--- config.mk ---
export PLATFORM = sky130hd
export DESIGN_NAME = seq_mul
export DESIGN_NICKNAME = d
export VERILOG_FILES = /design/src/rtl/seq_mul.sv
export SDC_FILE = /design/constraint.sdc
export NUM_CORES = 1
export LEC_CHECK = 0
export ABC_AREA = 0
export CAP_MARGIN = 20
export CORE_ASPECT_RATIO = 0.8
export CORE_MARGIN = 4
export CORE_UTILIZATION = 38
export CTS_CLUSTER_DIAMETER = 200
export DETAILED_ROUTE_END_ITERATION = 8
export GPL_ROUTABILITY_DRIVEN = 0
export PLACE_DENSITY_LB_ADDON = 0.12
export SYNTH_ARGS = -nofsm -noshare
export SYNTH_HDL_FRONTEND = slang
export SYNTH_SLANG_ARGS = --single-unit
--- constraint.sdc ---
create_clock -name clk -period 3.18 [get_ports clk]
set_clock_uncertainty 0.1 [all_clocks]
set_input_delay 0.477 -clock clk [delete_from_list [all_inputs] [get_ports clk]]
set_output_delay 0.477 -clock clk [all_outputs]
set_load 0.02 [all_outputs]
--- src/rtl/seq_mul.sv ---
// seq_mul: sequential radix-2 shift-add multiplier driving an external WIDTH-bit CLA adder
// Ports: clk, reset (async active-high), op_start, op_clear, multiplicand, multiplier,
//        add_a/add_b/add_ci (adder operands), add_s/add_co (adder return),
//        result (2*WIDTH product, valid in DONE), busy (EXEC), op_done (DONE).
// Macro SEQ_MUL_ZERO_SKIP_EN: a zero operand at op_start goes straight to DONE with result 0.
module seq_mul #(
    parameter int WIDTH = 32
) (
    input  logic               clk,
    input  logic               reset,
    input  logic               op_start,
    input  logic               op_clear,
    input  logic [WIDTH-1:0]   multiplicand,
    input  logic [WIDTH-1:0]   multiplier,
    output logic [WIDTH-1:0]   add_a,
    output logic [WIDTH-1:0]   add_b,
    output logic               add_ci,
    input  logic [WIDTH-1:0]   add_s,
    input  logic               add_co,
    output logic [2*WIDTH-1:0] result,
    output logic               busy,
    output logic               op_done
);
    localparam int CW = $clog2(WIDTH) + 1;
    typedef enum logic [1:0] {IDLE, EXEC, DONE} state_t;
    state_t state, state_n;
    logic [2*WIDTH-1:0] p, p_n;
    logic [WIDTH-1:0] mcand_r, mcand_n;
    logic [CW-1:0] cnt, cnt_n;
    logic zero_op;
`ifdef SEQ_MUL_ZERO_SKIP_EN
    assign zero_op = (multiplicand == '0) || (multiplier == '0);
`else
    assign zero_op = 1'b0;
`endif
    always_ff @(posedge clk or posedge reset) begin
        if (reset) begin
            state   <= IDLE;
            p       <= '0;
            mcand_r <= '0;
            cnt     <= '0;
        end else begin
            state   <= state_n;
            p       <= p_n;
            mcand_r <= mcand_n;
            cnt     <= cnt_n;
        end
    end
    always_comb begin
        state_n = state;
        p_n     = p;
        mcand_n = mcand_r;
        cnt_n   = cnt;
        if (op_clear) begin
            state_n = IDLE;
            p_n     = '0;
            cnt_n   = '0;
        end else if (op_start && state != EXEC) begin
            mcand_n = multiplicand;
            p_n     = zero_op ? '0 : {{WIDTH{1'b0}}, multiplier};
            cnt_n   = '0;
            state_n = zero_op ? DONE : EXEC;
        end else if (state == EXEC) begin
            // shift right; the adder carry lands in the top bit
            p_n   = {add_co, add_s, p[WIDTH-1:1]};
            cnt_n = cnt + 1'b1;
            if (cnt == CW'(WIDTH - 1))
                state_n = DONE;
        end
    end
    assign add_a   = p[2*WIDTH-1:WIDTH];
    assign add_b   = p[0] ? mcand_r : '0;
    assign add_ci  = 1'b0;
    assign result  = (state == DONE) ? p : '0;
    assign busy    = (state == EXEC);
    assign op_done = (state == DONE);
endmodule
# --- Word-level counts from Yosys, hierarchy flattened ---
# Index checks and enable logic that the tools add are counted.
word_totals:
  reg_bits: 104
  wordCells: 27
  out_inout_bits: 131
classes:
  eq_ne: 4
  mux: 12
  reduce_logical: 5
  add_sub_neg: 1
  n_bitwise: 1
ops:
  columns: ["op", "count"]
  rows:
  - ["64-bit two-way mux", 4]
  - ["32-bit two-way mux", 1]
  - ["6-bit two-way mux", 3]
  - ["2-bit two-way mux", 4]
  - ["6-bit by 1-bit adder with 6-bit output, second input constant", 1]
  - ["6-bit by 5-bit equality test with 1-bit output, second input constant", 1]
  - ["3-bit nonzero test", 2]
  - ["2-bit AND reduction", 2]
  - ["2-bit by 1-bit equality test with 1-bit output, second input constant", 1]
  - ["2-bit equality test, second input constant", 1]
  - ["2-bit by 1-bit inequality test with 1-bit output, second input constant", 1]
  - ["1-bit logical AND", 1]
  - ["1-bit inverter", 1]

# --- Logic depth before layout (Yosys ltp) ---
# Gate-level depths: netlist of run 1.
logic_depth:
  word_depth: 5
  mapped_depth: 6

# --- Least setup slack after synthesis of run 1 ---
# OpenSTA, ideal clock, no wires.
synth_timing:
  path_type: "reg2out"
  from: "reg state[0]"
  to: "out result[10]"
  arrival_ns: 1.242
  required_ns: 2.603
  stages_incl_launch_ff: 5
  n_path_buf: 2
  path_slack_ns: 1.361
  path_cell_list: "dfrtp_1 -> nor2b_1 -> clkbuf_1 -> clkbuf_1 -> and2_1"
synth_via:
  elab_chain_cells: 2
synth_rtl:
  columns: ["item", "line", "text"]
  rows:
  - ["start: declaration", "26", "state_t state, state_n;"]
  - ["start signal: assignment", "43", "state <= state_n;"]
  - ["2-bit equality test", "74", "assign result = (state == DONE) ? p : '0;"]
  - ["64-bit two-way mux", "74", null]
  - ["end: declaration", "20", "output logic [2*WIDTH-1:0] result,"]
# No other way between the ends.

# --- Worst setup path in the final report of run 1 ---
layout_timing:
  from: "reg state[0]"
  to: "out result[4]"
# Same word-level chain as after synthesis.

==> results of run 1 <==
==> metal layers <==
layer  wire [microns]  part of all wire, %  vias up  track usage [%]
li1                 -                    -     2074                -
met3             1060                  7.5       17             5.66
met1             6150                   43     2061             22.3
met5                0                    0        -                0
met2             6850                   48      140             29.3
met4              172                  1.2        0             4.00
==> cell type report <==
type                            instances  share of cell area (%)
Clock buffer                           12                    3.04
Clock inverter                          4                   0.707
Inverter                                3                   0.225
Multi-Input combinational cell        351                    29.1
Sequential cell                       104                    33.4
Tap cell                              180                    2.89
Timing Repair Buffer                  239                    30.7
==> kinds of logic (layout without fill, tap and decap cells) <==
group / Yosys count / after routing / synth area share, %
and+or+nand+nor: 209 / 209 / 20.3
DFF: 104 / 104 / 49.2
buffers and inverters: 75 / 258 / 8.32
AOI/OAI and AO/OA: 74 / 74 / 8.70
muxes: 64 / 64 / 12.9
xor gates and xnor gates: 2 / 2 / 0.331
adders and majority gates: 1 / 1 / 0.236
other: 1 / 1 / 0.0709
==> power groups by stage <==
stage	Combinational, uW	Clock (uW)	Sequential, uW
6_report	714	1100	1590
5_1_grt	778	1190	1610
4_1_cts	726	1140	1590
3_5_place_dp	722	0	1610
3_3_place_gp	708	0	1600
2_1_floorplan	453	0	1560
==> per-stage QoR <==
stage	area (sq um)	cells	setup WS [ns]
global route	7790	893	0.275
CTS	7790	893	0.386
floorplan	5300	530	1.36
detailed placement	7500	877	0.654
global placement	7500	877	0.770
finish	7790	893	0.417
==> final timing paths <==
path | from | to | slack (ns)
min in group asynchronous | reset | mcand_r[10] | 0.54
max in group asynchronous | reset | p[36] | 1.77
min reg2reg | mcand_r[18] | mcand_r[18] | 0.39
min | mcand_r[18] | mcand_r[18] | 0.39
max | state[0] | result[4] | 0.42
max reg2reg | state[0] | p[55] | 0.67
==> critical path: cells and delay by family (launching register included) <==
family | cells | cell delay, ns
buffers and inverters | 2 | 0.94
DFF | 1 | 0.49
and+or+nand+nor | 2 | 0.39
==> registers in the layout (all words and copies together) (netlist names) <==
name / flops
p: 64
state: 2
mcand_r: 32
cnt: 6
==> layout by cell type, fill, tap and decap left out, types with 2 or more instances in the layout <==
master             n
buf_12             2
and2_1            96
clkdlybuf4s50_1  229
clkbuf_1           3
clkinv_4           2
clkbuf_16          9
nor2_1            34
a21oi_1           36
or3_1              3
buf_4              7
clkinvlp_4         2
o21ai_0            3
nand2_1           67
mux2i_1           32
a211oi_1          32
mux2_2            31
nand3b_1           2
dfrtp_1          104
==> run metrics, run 1 <==
Die X=140 microns; Synth Instances=530; DR vias/cell=4.81; Logic pwr share=21.0%; Layout area overhead=47.2%; clock tree buffer depth=2; Leak Pwr=0.00324 uW; Setup TNS=0 ns; Total GRT Usage=17.5%; htree depth=3; Crit path largest cell delay=0.60 ns; sequential-to-total area share from yosys stat=49.2%; nets=810; die area=15900 sq um; Hold/Removal Path Class=reg2reg; clk slew on worst S/H paths=0.07 ns; Post-CTS Setup Bufs=0; Clock Tree Root=clkbuf_16; HPWL after DPL=10.1 mm; Clock Latency Late Sink=0.34 ns; Fmax achieved=362 MHz; Setup-failing EPs final=0; ratio of cells with drive above 1 in the final layout=8.42%; Max transition margin=37.2%; crit end category=primary output; Psw=919 uW; I/O pins=232; First DRT Iteration DRCs=233; syn nets=632; Mapped Avg Cell Area=9.98 sq um; # DRC=0; utilization after layout=57.3%; final worst-path cycle share=86.9%; Hold Vio Cnt, Final=0; antenna violations before repair=0; footprint of the multi-input gates=2260 sq um; synth top area cells=dfrtp_1 49%, and2_1 11%, mux2_2 6.6%; library cells used by synthesis=32; Slew @ Worst Pin=0.942 ns; via count=4292; synth warn=0; Max Slew Vio Count=0; antenna cells=0; TritonRoute pass-1 iters=5; total grt overflow=0; Die H=114 microns; Max-Cap Viols=0; Port Buffers=230; Peak VDD IR=0.000238 V; switch share=27.1%; clock sinks=104; core box area=13600 sq um; slowest cell on the critical path=clkdlybuf4s50_1; EDFF count, synth=0; Min-Delay Path Depth=1; Seq cells post-synth=104; internal cell power=2480 uW; remaining antenna violation count=0; final WL=14.2 mm; Post-Syn Area=5290 sq um; Clock power frac=32.3%; CTS tree=done; critical path peak fanout=39; count leader, synth=dfrtp_1; Synth Flop Type=dfrtp_1; Post-synth top cells=104 x dfrtp_1, 96 x and2_1, 67 x nand2_1; wire per inst=15.9 microns; Pwr Total=3400 uW; Startpoint Class=register; Cell Chain, Critical Path=nor2b_4, buf_4, and2_1, clkdlybuf4s50_1; Hold WS=0.386 ns; run status=finished clean; cts-stage hold buffer count=0; sequential fraction of design power=46.7%; Num CTS Buffers=9; Synth top area share=49.2%; number of global-route vias before repair=4360; post-CTS sizing=0; Seq. cell area=2600 sq um; Required @ worst endpoint=2.60 ns; num rows=38; first-pass GRT wire length=22.6 mm; kind of critical path=reg2out; initial core utilization=38.9%; RSZ-0062 raised after global routing=false; power density over the cells=436 nW/um^2; largest net degree at the start of global routing=99; fillers=1209; area leader, netlist=dfrtp_1; final worst path period need=2.76 ns; fraction of registers with async set/reset=100%; r2r worst-path depth=5; Critical Path AT=2.19 ns
(Power assumes the default switching activity.)
==> run 2, diff against run 1 <==
- CORE_MARGIN: 4 -> 8
==> run 2 against run 1 <==
Against the previous run:
- global-route usage down 0.81 points
- cell count unchanged
- non-clock buffer count unchanged
- core utilization down 0.13 points
- register-to-register slack better by 0.07 ns
- fmax down 1.0%
- sequential share of layout area up 0.075 points
- via count down 1.1%
- total power down 0.66%
- critical path type unchanged
==> run metrics, run 2 (synthesis gave the netlist of run 1 again) <==
Max Slew Vio Count=0; Layout area overhead=46.9%; Startpoint Class=register; met2 Use GR=28.1%; crit end category=primary output; cts-stage hold buffer count=0; total grt overflow=0; number of global-route vias before repair=4577; Hold Vio Cnt, Final=0; met3 Resource Use GR=7.04%; GRT met1 Usage=19.0%; Critical Path AT=2.21 ns; Max-Cap Viols=0; power density over the cells=434 nW/um^2; register name with the most flops=p; Setup-failing EPs final=0; Cell Chain, Critical Path=nand2b_4, inv_4, clkdlybuf4s50_1; most frequent cells in the layout=229 x clkdlybuf4s50_1, 104 x dfrtp_1, 96 x and2_1; critical path peak fanout=36; Worst Setup SP=state[0]; antenna cells=0; Fmax achieved=358 MHz; Hold/Removal Path Class=reg2reg; r2r worst-path depth=5; Place WS=0.721 ns; clock tree buffer depth=2; Pwr Total=3370 uW; Num CTS Buffers=9; kind of critical path=reg2out; Required @ worst endpoint=2.60 ns; worst setup path end=busy; Leak Pwr=0.00323 uW; Die H=122 microns; Total GRT Usage=16.7%; via count=4246; Max transition margin=42.6%; antenna violations before repair=0; area post-placement=7490 sq um; die area=18000 sq um; First DRT Iteration DRCs=265; final worst-path cycle share=87.8%; CTS tree=done; Clock Latency Late Sink=0.35 ns; hold wc startpoint=mcand_r[18]; Die X=148 microns; Crit path largest cell delay=0.70 ns; nets=810; num rows=38; Clock Tree Root=clkbuf_16; number of flip-flops in the largest register=64; R2R Setup Slk=0.74 ns; I/O pins=232; Port Buffers=230; htree depth=3; Post-CTS Setup Bufs=0; final worst path period need=2.79 ns; ratio of cells with drive above 1 in the final layout=8.56%; initial core utilization=38.9%; wire per inst=16.6 microns; filler-free cell count of the finished design=893; RSZ-0062 raised after global routing=false; largest net degree at the start of global routing=72; slowest cell on the critical path=clkdlybuf4s50_1; Setup TNS=0 ns; HPWL after DPL=10.7 mm; Slew @ Worst Pin=0.860 ns; commonest non-fill, non-tap cell in the layout=clkdlybuf4s50_1; post-CTS sizing=0; fin area=7770 sq um; placed cells=877; first-pass GRT wire length=24.0 mm; Peak VDD IR=0.000253 V; DR vias/cell=4.75; remaining antenna violation count=0; Final WS setup=0.389 ns; run status=finished clean; final WL=14.8 mm; core box area=13600 sq um; clock sinks=104; # DRC=0; clk slew on worst S/H paths=0.07 ns; worst r2r dst=state[1]; GRT busiest layer=met2; TritonRoute pass-1 iters=4; biggest regs=p x64, mcand_r x32, cnt x6; Worst R2R Start=state[0]
## run 2: cell types whose count changed in the layout (fill, tap and decap cells not counted)
cell,previous run,this run
bufinv_16,1,0
clkinv_2,0,1
buf_12,2,1
clkbuf_8,0,3
clkinv_4,2,0
clkbuf_1,3,2
buf_4,7,8
## run 2: cell type report
cell class	count	area, sq um
Sequential cell	104	2600
Inverter	3	17.5
Multi-Input combinational cell	351	2260
Clock inverter	2	12.5
Clock buffer	14	274
Fill cell	1176	5830
Timing Repair Buffer	239	2380
Tap cell	180	225
## run 2: worst max-delay path: cells and delay by family, from the launching register on
kind                   cells  cell delay, ns
buffers and inverters      2            1.09
DFF                        1            0.51
and+or+nand+nor            1            0.26
## run 2: report_power, final
group          switching (uW)  internal [uW]  leakage [uW]  total, uW
combinational             332            380       0.00175        712
clock                     481            595      0.000139       1080
sequential                106           1480       0.00134       1580
total                     919           2450       0.00323       3370
## run 2: worst min-delay path by stage
stage                     slack (ns)           to  depth (start not counted)
after floorplan                 0.35  mcand_r[18]                          1
after global placement          0.37  mcand_r[18]                          1
after detailed placement        0.37  mcand_r[18]                          1
after CTS                       0.38  mcand_r[18]                          1
after global routing            0.39  mcand_r[18]                          1
final                           0.38  mcand_r[18]                          1
## run 2: metrics by stage
| stage | hold WS, ns | util (%) |
|---|---|---|
| detailed placement | 0.368 | 55.1 |
| finish | 0.380 | 57.2 |
| CTS | 0.383 | 57.2 |
| floorplan | 0.349 | - |
| global placement | 0.366 | 55.1 |
| global route | 0.387 | 57.2 |
## run 2: metal layers
layer	up-vias	part of all wire, %
met2	142	49
met4	0	1.6
li1	2075	-
met3	16	9.5
met1	2013	40
met5	-	0
